**src/rtl/serial_adder.sv**
```systemverilog
// Bit-serial adder: {cout, sum} = a + b + cin, one full-adder step per clock, LSB first; done strobes N+1 cycles after the accepted start.
// No backpressure: start is accepted only in IDLE or DONE and is ignored (not queued) while busy.
module serial_adder #(
    parameter int N = 5
) (
    input  logic         clk,
    input  logic         rst,
    input  logic         start,
    input  logic [N-1:0] a,
    input  logic [N-1:0] b,
    input  logic         cin,
    output logic         busy,
    output logic         done,
    output logic [N-1:0] sum,
    output logic         cout
);
    localparam int CW = $clog2(N + 1);
    localparam logic [CW-1:0] LAST = CW'(N - 1);

    typedef enum logic [1:0] {
        IDLE = 2'd0,
        RUN  = 2'd1,
        DONE = 2'd2
    } state_t;

    state_t        state;
    state_t        state_nxt;
    logic          load;
    logic          last;
    logic [N-1:0]  a_sh;
    logic [N-1:0]  b_sh;
    logic [N-1:0]  s_sh;
    logic          c;
    logic [CW-1:0] cnt;
    logic          bit_s;
    logic          c_nxt;

    assign bit_s = a_sh[0] ^ b_sh[0] ^ c;
    assign c_nxt = (a_sh[0] & b_sh[0]) | (a_sh[0] & c) | (b_sh[0] & c);
    assign last  = (state == RUN) && (cnt == LAST);
    assign sum   = s_sh;

    always_ff @(posedge clk) begin
        if (rst) begin
            state <= IDLE;
            busy  <= 1'b0;
            done  <= 1'b0;
        end else begin
            state <= state_nxt;
            busy  <= (state_nxt == RUN);
            done  <= (state_nxt == DONE);
        end
    end

    always_comb begin
        state_nxt = state;
        load      = 1'b0;
        case (state)
            IDLE: begin
                if (start) begin
                    load      = 1'b1;
                    state_nxt = RUN;
                end
            end
            RUN: begin
                if (last) state_nxt = DONE;
            end
            DONE: begin
                // A start in the done cycle chains straight into the next addition.
                if (start) begin
                    load      = 1'b1;
                    state_nxt = RUN;
                end else begin
                    state_nxt = IDLE;
                end
            end
            default: state_nxt = IDLE;
        endcase
    end

    always_ff @(posedge clk) begin
        if (rst) begin
            a_sh <= '0;
            b_sh <= '0;
            s_sh <= '0;
            c    <= 1'b0;
            cnt  <= '0;
            cout <= 1'b0;
        end else if (load) begin
            a_sh <= a;
            b_sh <= b;
            s_sh <= '0;
            c    <= cin;
            cnt  <= '0;
            cout <= 1'b0;
        end else if (state == RUN) begin
            a_sh <= a_sh >> 1;
            b_sh <= b_sh >> 1;
            // New bit enters at the MSB so bit i reaches sum[i] after N shifts.
            s_sh <= {bit_s, s_sh} >> 1;
            c    <= c_nxt;
            cnt  <= cnt + 1'b1;
            if (last) cout <= c_nxt;
        end
    end
endmodule
```
**config.mk**
```make
export PLATFORM = sky130hd
export DESIGN_NAME = serial_adder
export DESIGN_NICKNAME = d
export VERILOG_FILES = /design/src/rtl/serial_adder.sv
export SDC_FILE = /design/constraint.sdc
export NUM_CORES = 1
export LEC_CHECK = 0
export BUFFER_PORTS_ARGS = -buffer_cell sky130_fd_sc_hd__buf_2
export CAP_MARGIN = 20
export CORE_UTILIZATION = 51
export DETAILED_ROUTE_END_ITERATION = 10
export GPL_ROUTABILITY_DRIVEN = 1
export PLACE_DENSITY_LB_ADDON = 0.08
export SYNTH_ARGS = -nofsm -noshare
export SYNTH_HDL_FRONTEND = slang
export SYNTH_SLANG_ARGS = --single-unit
```
**constraint.sdc**
```tcl
create_clock -name clk -period 3.19 [get_ports clk]
set_input_delay 0.1595 -clock clk [delete_from_list [all_inputs] [get_ports clk]]
set_output_delay 0.1595 -clock clk [all_outputs]
set_load 0.05 [all_outputs]
```
==> results.py <==
metrics = {
    "sta": {
        "rsz0062_at_grt": "false",
        "finalHoldViolCount": 0,
        "worstMarginPinSlew_ns": 0.703,
        "max_slew_margin": 0.531,
        "min_period_ns": 1.51,
        "worst_slack_ns": 1.68,
        "fmax_mhz": 662,
        "slew_viol_final": 0,
        "setup_viol": 0,
        "fin_crit_sh": 0.473,
        "tns_ns": 0,
        "finClkSkew_ns": 0.0155,
    },
    "outcome": {
        "outcome": "finished clean",
    },
    "floorplanning": {
        "start_util": 0.562,
        "die_x_um": 46.3,
        "die_h_um": 46.3,
        "die-area_um2": 2150,
        "ios": 22,
        "std_cell_rows": 15,
        "core_um2": 1780,
    },
    "drt": {
        "vias": 787,
        "drc_errors": 0,
        "final_antenna_net_count": 0,
        "post_drt_wl_per_cell_um": 11.2,
        "viasPerCell": 5.08,
        "drt_iter0_markers": 18,
        "wl_um": 1740,
        "drt_pass1_iterations": 4,
    },
    "finish": {
        "n_antenna_cell": 0,
        "final_cell_count_no_fill": 155,
        "design_area_um2": 1110,
        "area_growth_pct": 11.1,
        "fillers": 159,
        "nNetsFinal": 148,
        "drive_above_1_share": 0.200,
        "fin_util": 0.625,
    },
    "synth": {
        "ys_seq_area_frac": 0.479,
        "synth-compound-area-share": 0.140,
        "synth_top_area_frac": 0.479,
        "synthSimpleGateAreaFrac": 0.223,
        "async_flop_share": 0,
        "synthDistinctLibCells": 25,
        "yosysTopAreaCell": "dfxtp_1",
        "netlist_area_um2": 1000,
        "syn-num-nets": 130,
        "synth_fa_ha_area_frac": 0.0449,
        "yosysMostFrequentCell": "nand2_1",
        "post_synth_mux_area_share": 0.00999,
        "synth_xor_area_frac": 0.0175,
        "ys_warn_count": 0,
        "ys_top_cells_by_area": "dfxtp_1 (48%), nand2_1 (10%), a311oi_1 (6.1%), a21oi_1 (5.0%), nor2_1 (4.1%)",
        "ys.flop_type": "dfxtp_1",
        "ys_top_cells_by_count": "nand2_1 (28), dfxtp_1 (24), nor2_1 (11)",
        "synth_edf_count": 0,
        "avgSynthCellArea_um2": 8.87,
        "synth_cells": 113,
        "synth_top_family_by_area": "simple AND/OR/NAND/NOR gates",
        "ys_ff_latch": 24,
    },
    "run": {
        "max-cap-violations": 0,
    },
    "clock_network": {
        "cts_sinks": 24,
        "ctsHoldBuffers": 0,
        "clk_latency_ns": 0.32,
        "cts_buffers": 3,
        "cts_resized": 0,
        "h-tree-depth": 1,
        "cts_tree": "yes",
        "root_buffer": "clkbuf_4",
        "cts_setup_buffers": 0,
        "path_clk_slew_ns": 0.14,
        "cts_max_path_buffers": 2,
    },
    "placement": {
        "post-place-ws_ns": 1.69,
        "dpl.cell_count": 151,
        "gp_congestion": 0.734,
        "numPortBuffers": 21,
        "post_dp_cell_area_um2": 1060,
        "dp_hpwl_um": 1160,
    },
    "global_routing": {
        "grt_use_total": 0.171,
        "grt_overflow": 0,
        "grt_pass1_vias": 611,
        "antenna_found_initial": 0,
        "grt_max_degree": 20,
        "grt_pass1_wl_um": 2590,
    },
    "worst_setup_path": {
        "criticalPathCategory": "reg2reg",
        "worstSetupStartpointType": "flop",
        "crit_arrival_ns": 1.77,
        "worstPathRequired_ns": 3.45,
        "path_max_fanout": 18,
        "cp-end-kind": "flop",
    },
    "power": {
        "power_density_nw_per_um2": 550,
        "vdd_ir_drop_max_v": 0.000393,
        "p_leak_nw": 0.445,
    },
    "worst_hold_path": {
        "hold_class": "in2reg",
    },
}
## through the flow
| step | power (mW) | hold WS [ns] |
|---|---|---|
| after floorplan | 0.393 | 0.232 |
| after global placement | 0.398 | 0.405 |
| after detailed placement | 0.400 | 0.428 |
| after CTS | 0.617 | 0.0830 |
| after global routing | 0.639 | 0.0881 |
| final | 0.612 | 0.0912 |
## cells by family (layout without fill, tap and decap cells)
family                     Yosys count  in the layout
and+or+nand+nor                     52             52
muxes                                1              1
AOI/OAI and AO/OA                   21             21
adders and majority gates            3              3
buffers and inverters               10             27
xor gates and xnor gates             2              2
DFF                                 24             24
## sequential cells by signal, indices dropped and copies added, names as in the netlist
signal,count
busy,1
sum,5
b_sh,5
c,1
cnt,3
cout,1
done,1
a_sh,5
state,2
## report_power, final
part           total [mW]  switching, mW  internal (mW)
clock               0.220         0.0925          0.127
combinational      0.0686         0.0443         0.0243
sequential          0.324        0.00886          0.315
## worst max-delay path: stages, from the launching register on
cell      delay [ns]
dfxtp_1         0.40
nand2b_1        0.51
nand2b_1        0.33
a21oi_1         0.20
## cells in the final DEF (no fill, tap or decap), types with 2 or more instances in the layout
cell	count
a21oi_1	10
a22oi_1	2
a311oi_1	7
and2b_1	2
buf_2	21
clkbuf_4	3
dfxtp_1	24
ha_1	2
inv_1	2
nand2_1	28
nand2b_1	3
nand3_1	3
nor2_1	11
nor3_1	3
## worst paths after layout
| kind | startpoint | endpoint | slack, ns | cells after the start |
|---|---|---|---|---|
| hold reg to reg | sum[0] | sum[0] | 0.47 | 2 |
| setup / recovery | state[0] | sum[0] | 1.68 | 3 |
| hold / removal | a[4] | a_sh[4] | 0.09 | 3 |
| setup reg to reg | state[0] | sum[0] | 1.68 | 3 |
## layout make-up
| cell class | count | area [um^2] | area share |
|---|---|---|---|
| flip-flops and latches | 24 | 480 | 0.431 |
| multi-input cells | 79 | 437 | 0.392 |
| repair buffers | 21 | 105 | 0.0944 |
| well taps | 25 | 31.3 | 0.0281 |
| clock inverters | 1 | 30.0 | 0.0270 |
| clock buffers | 3 | 22.5 | 0.0202 |
| inverters | 2 | 7.51 | 0.00674 |
## layer usage
metal | part of all wire | vias to the layer above | track usage
li1 | - | 413 | -
met1 | 0.51 | 354 | 0.243
met2 | 0.44 | 16 | 0.242
met3 | 0.029 | 4 | 0.0353
met4 | 0.014 | 0 | 0.0882
met5 | 0 | - | 0
Power figures use the tool's default switching activity.
